$ cat config.mk
export PLATFORM = sky130hd
export DESIGN_NAME = mux4_rr_arbiter
export DESIGN_NICKNAME = d
export VERILOG_FILES = /design/src/rtl/mux4_rr_arbiter.sv
export SDC_FILE = /design/constraint.sdc
export NUM_CORES = 1
export LEC_CHECK = 0
export BUFFER_PORTS_ARGS = -buffer_cell sky130_fd_sc_hd__buf_2
export CAP_MARGIN = 20
export CELL_PAD_IN_SITES_DETAIL_PLACEMENT = 0
export CELL_PAD_IN_SITES_GLOBAL_PLACEMENT = 1
export CORE_MARGIN = 2
export CORE_UTILIZATION = 31
export DETAILED_ROUTE_END_ITERATION = 10
export PLACE_DENSITY = 0.78
export SYNTH_ARGS = -nofsm -noshare
export SYNTH_HDL_FRONTEND = slang
export SYNTH_SLANG_ARGS = --single-unit
$ cat constraint.sdc
create_clock -name clk -period 2.7 [get_ports clk]
set_clock_uncertainty 0.2 [all_clocks]
set_input_delay 0.405 -clock clk [delete_from_list [all_inputs] [get_ports clk]]
set_output_delay 0.405 -clock clk [all_outputs]
set_load 0.005 [all_outputs]
$ cat src/rtl/mux4_rr_arbiter.sv
// mux4_rr_arbiter: round-robin arbiter sharing one 4:1 mux path among four requesters,
// capturing the winner's word into a single valid/ready output slot.
module mux4_rr_arbiter #(
    parameter int DW = 4
) (
    input  logic          clk,
    input  logic          rst_n,
    input  logic [3:0]    req,
    input  logic [DW-1:0] i1,
    input  logic [DW-1:0] i2,
    input  logic [DW-1:0] i3,
    input  logic [DW-1:0] i4,
    output logic [3:0]    gnt,
    output logic          out_valid,
    input  logic          out_ready,
    output logic [DW-1:0] out_data,
    output logic [1:0]    out_src
);
    typedef enum logic {EMPTY, FULL} state_t;
    state_t state, state_nxt;
    logic [1:0] ptr, w;
    logic found, load;
    logic [DW-1:0] sel_data;
    // Scan downward so the index closest to ptr is the last one assigned and wins.
    always_comb begin
        w = ptr;
        found = 1'b0;
        for (int k = 3; k >= 0; k--) begin
            if (req[ptr + 2'(k)]) begin
                w = ptr + 2'(k);
                found = 1'b1;
            end
        end
    end
    assign load = rst_n && found && (state == EMPTY || out_ready);
    assign gnt = load ? 4'b0001 << w : 4'b0000;
    assign sel_data = w == 2'd0 ? i1 : w == 2'd1 ? i2 : w == 2'd2 ? i3 : i4;
    always_ff @(posedge clk or negedge rst_n) begin
        if (!rst_n) state <= EMPTY;
        else state <= state_nxt;
    end
    always_comb begin
        state_nxt = load ? FULL : (state == FULL && out_ready) ? EMPTY : state;
    end
    always_comb begin
        out_valid = state == FULL;
    end
    always_ff @(posedge clk or negedge rst_n) begin
        if (!rst_n) begin
            out_data <= '0;
            out_src  <= 2'd0;
            ptr      <= 2'd0;
        end else if (load) begin
            out_data <= sel_data;
            out_src  <= w;
            ptr      <= w + 2'd1;
        end
    end
endmodule

==> summary.txt, run 1 <==
STA
  – Tmin final: 2630 ps
  – Worst Tran Pin Value: 386 ps
  – Fmax: 0.381 GHz
  – Max-Slew Margin vs Limit: 0.742
  – Final Setup Violations: 0
  – Unrepaired setup endpoints after global routing: no
  – Final cycle utilization of the critical path: 0.973
  – Final TNS setup: 0 ps
  – Count of pins over their slew limit: 0
  – Final WS setup: 72.9 ps
  – Final Hold Fails: 0

Outcome
  – Status: finished clean

CTS
  – Root Driver: clkbuf_4
  – TritonCTS clock tree: built
  – Clock Sinks: 9
  – # H-tree levels: 1
  – Clock transition at the registers of the reported paths: 80 ps
  – Clk_lat worst skew: 270 ps
  – Clk buf depth: 2
  – CTS Buf Count: 3

Pwr
  – Net Sw Frac: 0.382
  – Net switching power figure: 0.000283 W
  – Internal power: 0.000457 W
  – Power Density: 769 nW/µm²
  – Power share of the sequential group: 0.310
  – Maximum vdd drop: 0.318 mV
  – Clock power share: 0.151
  – Comb power frac: 0.539
  – Leakage power: 0.461 nW

Synthesis
  – Post-synth EDFFs: 0
  – Netlist Area Pre-Place: 683 µm²
  – Ys Warns: 0
  – Area leader, netlist: dfrtp_1
  – Synth async-reset ratio: 1.00
  – Syn Area/Cell: 9.11 µm²
  – Seq/Total Area, Yosys: 0.330
  – Synth top area cells: dfrtp_1, ha_1, mux2_2, nand2b_1, a31oi_1
  – Mapped Nets: 102
  – Synth cell types: 29
  – Cells after Synth: 75
  – Main synth FF type: dfrtp_1
  – Flops & latches, synth: 9
  – Share of the synthesized area in the top cell type: 0.330

GRT
  – Vias in the first global route: 605
  – Initial antenna violation count: 0
  – Aggregate global routing overflow: 0
  – Largest net degree at the start of global routing: 12
  – Total GRT Usage: 0.138
  – First-pass GRT wire length: 2680 µm

Worst setup path
  – CP Cell Sequence: and3b_1 > or4_4 > and2_4 > ha_1 > and3_1 > buf_2
  – Crit path arrival time: 2020 ps
  – Worst-path fanout max: 7
  – Startpoint types: flip-flop
  – Worst setup EP type: output port
  – Critical path's largest stage delay: 490 ps
  – Critical-path top delay cell: or4_4
  – Worst setup path class: reg2out
  – Worst endpoint required time: 2100 ps

Place
  – Pre-CTS setup slack: 39.7 ps
  – Routability cong.: 0.854
  – DP Wirelength: 1380 µm
  – Port Buffer Count: 33

Die
  – Die area: 2600 µm²
  – Top-Level Pins: 34
  – Initial Utilization: 0.338
  – Die height: 50.9 µm
  – Die W: 50.9 µm
  – Row cnt: 16
  – Core area: 2020 µm²

Cells and area
  – Most frequent cells in the layout: buf_2, dfrtp_1, nand2b_1
  – Share of layout cells above drive strength 1: 0.461
  – ANT cells: 0
  – Nets: 143
  – Area delta synth->final: 40.7%
  – Commonest non-fill, non-tap cell in the layout: buf_2
  – Fill count: 212

Drt
  – Vias per inst: 4.91
  – Starting DRC count in detailed routing: 22
  – Via count: 697
  – Final ANT Viol Nets: 0
  – Wire length per cell: 12.8 µm
  – DRT Pass-1 Iters: 4
  – Final wirelength: 1820 µm
  – Residual DRC count: 0

Hold path
  – Worst Hold Class: in2reg

Job
  – Max-cap violations: 0
state kept, by name (all words and copies together), names as in the netlist:
name	cells
out_src	2
out_data	4
ptr	2
out_valid	1
layout make-up:
type                    count  area (µm²)  area share
clock buffers               3        22.5      0.0234
clock inverters             1        5.00     0.00521
inverters                   3        11.3      0.0117
multi-input cells          60         449       0.467
flip-flops and latches      9         226       0.236
well taps                  27        33.8      0.0352
repair buffers             39         213       0.221
power groups by stage:
stage / logic [W] / clock network [W] / registers [W]
2_1_floorplan: 0.000228 / 0 / 0.000225
3_3_place_gp: 0.000362 / 0 / 0.000227
3_5_place_dp: 0.000366 / 0 / 0.000229
4_1_cts: 0.000369 / 0.000113 / 0.000229
5_1_grt: 0.000438 / 0.000126 / 0.000237
6_report: 0.000398 / 0.000112 / 0.000229
critical path, delay by kind of cell, from the launching register on:
kind                       cells  cell delay [ps]
DFF                            1              450
buffers and inverters          1              120
and+or+nand+nor                4              980
adders and majority gates      1              180
repair_timing:
item | in CTS | in global routing
pin swaps | 0 | 0
setup endpoints to repair | 2 | 3
setup buffers | 0 | 1
endpoints found under the hold margin | 9 | 0
hold buffers | 1 | 0
gates resized for setup | 2 | 4
Yosys cell counts, drive strengths merged (2+ instances only):
master	number
a21oi	6
a31oi	5
and2	2
and3	4
clkbuf	2
dfrtp	9
ha	4
inv	3
mux2	5
nand2	5
nand2b	7
nor2b	3
nor3	2
o211ai	4
per-stage QoR:
step | utilization | instances | total power, W | area (µm²) | hold slack (ps)
3_3_place_gp | 0.442 | 136 | 0.000589 | 893 | 171
5_1_grt | 0.475 | 142 | 0.000801 | 961 | 166
3_5_place_dp | 0.442 | 136 | 0.000595 | 893 | 163
4_1_cts | 0.462 | 141 | 0.000711 | 935 | 175
6_report | 0.475 | 142 | 0.000739 | 961 | 173
2_1_floorplan | - | 75 | 0.000453 | 683 | -90.6
final timing paths:
kind | startpoint | end | slack [ps] | cells after the start
worst max-delay path | ptr[1] | gnt[0] | 70 | 6
worst max register to register | ptr[1] | out_data[0] | 260 | 7
worst min-delay path | i1[2] | out_data[2] | 170 | 3
worst min register to register | out_valid | out_valid | 290 | 1
max in group asynchronous | rst_n | out_src[0] | 1730 | 3
min in group asynchronous | rst_n | out_data[0] | 410 | 3
kinds of logic (layout without fill, tap and decap cells):
family,after synthesis,in the layout,synth area share
simple gates,28,28,0.236
fa+ha+maj,4,4,0.0733
flops,9,9,0.330
compound gates,23,23,0.229
mux,5,5,0.0879
buf+inv,6,46,0.0440
per-layer routing:
layer  routed length, µm  share of wire  global-route usage
met1                 855           0.47               0.190
met2                 829           0.46               0.210
met3                 135          0.074              0.0439
met4                   0              0              0.0270
met5                   0              0                   0
Power figures use the tool's default switching activity.
==> run 2: changes to the inputs <==
- PLACE_DENSITY: 0.78 -> unset
- PLACE_DENSITY_LB_ADDON: unset -> 0.1
==> run 2 against run 1 <==
Clock power down 8%. First-iteration DRC count down 64%. Critical path depth is the same. Critical path type unchanged. Total power shrank 4.0%. Via count up 1.0%. Register-to-register slack improved by 50 ps. Setup slack got worse by 7.3 ps. Routed wire length decreased by 1.0%. Non-clock buffer count unchanged. Combinational power down 4%.
==> summary.txt, run 2 (synthesis results as in run 1) <==
Pwr
  – Power Density: 744 nW/µm²
  – Internal power: 0.000446 W
  – Net switching power figure: 0.000264 W
  – Maximum vdd drop: 0.322 mV
  – Net Sw Frac: 0.372
  – Power share of the sequential group: 0.317
  – Comb power frac: 0.537
  – Clock power share: 0.146
  – Leakage power: 0.458 nW

Cells and area
  – Area delta synth->final: 39.7%
  – Max reg flops: 4
  – ANT cells: 0
  – Biggest regs: out_data: 4 flops, out_src: 2 flops, ptr: 2 flops
  – Final Util: 0.472
  – Share of layout cells above drive strength 1: 0.435
  – Non-Filler Instances: 142
  – Most frequent cells in the layout: buf_2, dfrtp_1, nand2b_1
  – Largest Register: out_data
  – Commonest non-fill, non-tap cell in the layout: buf_2
  – Nets: 143

Die
  – Die W: 50.9 µm
  – Die height: 50.9 µm
  – Top-Level Pins: 34
  – Initial Utilization: 0.338
  – Die area: 2600 µm²
  – Row cnt: 16
  – Core area: 2020 µm²

STA
  – Final Hold Fails: 0
  – Max-Slew Margin vs Limit: 0.733
  – Final TNS setup: 0 ps
  – Count of pins over their slew limit: 0
  – Unrepaired setup endpoints after global routing: no
  – Final Setup Violations: 0
  – Fmax: 0.380 GHz
  – Tmin final: 2630 ps
  – Worst Tran Pin Value: 400 ps
  – Final cycle utilization of the critical path: 0.976

Drt
  – Starting DRC count in detailed routing: 8
  – Vias per inst: 4.96
  – Residual DRC count: 0
  – Final wirelength: 1800 µm
  – Final ANT Viol Nets: 0
  – Wire length per cell: 12.7 µm
  – DRT Pass-1 Iters: 4
  – Via count: 704

CTS
  – Root Driver: clkbuf_4
  – Post-CTS Setup Inserts: 0
  – Clk_lat worst skew: 260 ps
  – TritonCTS clock tree: built
  – Clock transition at the registers of the reported paths: 60 ps
  – CTS Buf Count: 3
  – Clock Sinks: 9
  – # H-tree levels: 1
  – Clk buf depth: 2

Worst setup path
  – Worst endpoint required time: 2100 ps
  – Worst setup EP type: output port
  – Worst setup path class: reg2out
  – Crit path arrival time: 2030 ps
  – Startpoint types: flip-flop
  – Worst-path fanout max: 7

GRT
  – Total GRT Usage: 0.154
  – Largest net degree at the start of global routing: 12
  – First-pass GRT wire length: 2900 µm
  – Aggregate global routing overflow: 0
  – Initial antenna violation count: 0
  – Vias in the first global route: 666

Place
  – DP Wirelength: 1450 µm
  – Dpl cells: 137
  – Routability cong.: 0.750
  – Port Buffer Count: 33

Hold path
  – Worst Hold Class: in2reg

Job
  – Max-cap violations: 0

Outcome
  – Status: finished clean
run 2: changes by cell type in the layout (fill, tap and decap cells not counted):
cell | before | now
and2_1 | 1 | 2
and2_4 | 1 | 0
clkbuf_1 | 0 | 1
clkinv_2 | 1 | 0
ha_1 | 2 | 3
ha_2 | 1 | 0
run 2: timing repair:
action,4_1_cts,5_1_grt
gates resized for setup,1,3
hold buffers,1,0
setup endpoints to repair,1,3
endpoints found under the hold margin,9,0
run 2: cell type report:
type	instances	area, µm²
Inverter	3	11.3
Fill cell	233	1070
Timing Repair Buffer	39	213
Sequential cell	9	226
Multi-Input combinational cell	60	444
Clock buffer	4	26.3
Tap cell	27	33.8
run 2: per-stage QoR:
| stage | hold slack [ps] | total power, W | cell area (µm²) | worst slack (ps) |
|---|---|---|---|---|
| CTS | 191 | 0.000703 | 940 | 18.8 |
| global placement | 166 | 0.000599 | 901 | 130 |
| finish | 197 | 0.000710 | 955 | 65.6 |
| global route | 201 | 0.000774 | 955 | 8.85 |
| detailed placement | 176 | 0.000595 | 901 | 84.1 |
| floorplan | -90.6 | 0.000453 | 683 | 408 |
run 2: worst paths after layout:
| kind | startpoint | to | slack [ps] | cells past startpoint |
|---|---|---|---|---|
| min in group asynchronous | rst_n | out_data[1] | 430 | 3 |
| worst max-delay path | ptr[1] | gnt[0] | 70 | 6 |
| worst min register to register | out_valid | out_valid | 310 | 1 |
| max in group asynchronous | rst_n | ptr[1] | 1710 | 3 |
| worst max register to register | ptr[1] | out_data[2] | 310 | 7 |
| worst min-delay path | i1[2] | out_data[2] | 200 | 3 |
run 2: layer usage:
layer	GRT usage	vias up	share of wire
li1	-	359	-
met1	0.176	315	0.42
met2	0.253	24	0.48
met3	0.0380	6	0.058
met4	0.104	0	0.043
met5	0	-	0
run 2: critical path, stage by stage, from the launching register on:
cell	delay, ps
dfrtp_2	440
and3b_1	200
or4_4	500
and2_1	180
ha_1	190
and3_1	150
buf_2	120
run 2: power by group through the flow:
stage	clock network, W	registers, W	logic [W]
2_1_floorplan	0	0.000225	0.000228
3_3_place_gp	0	0.000228	0.000371
3_5_place_dp	0	0.000226	0.000368
4_1_cts	0.000108	0.000224	0.000372
5_1_grt	0.000116	0.000232	0.000427
6_report	0.000103	0.000225	0.000381
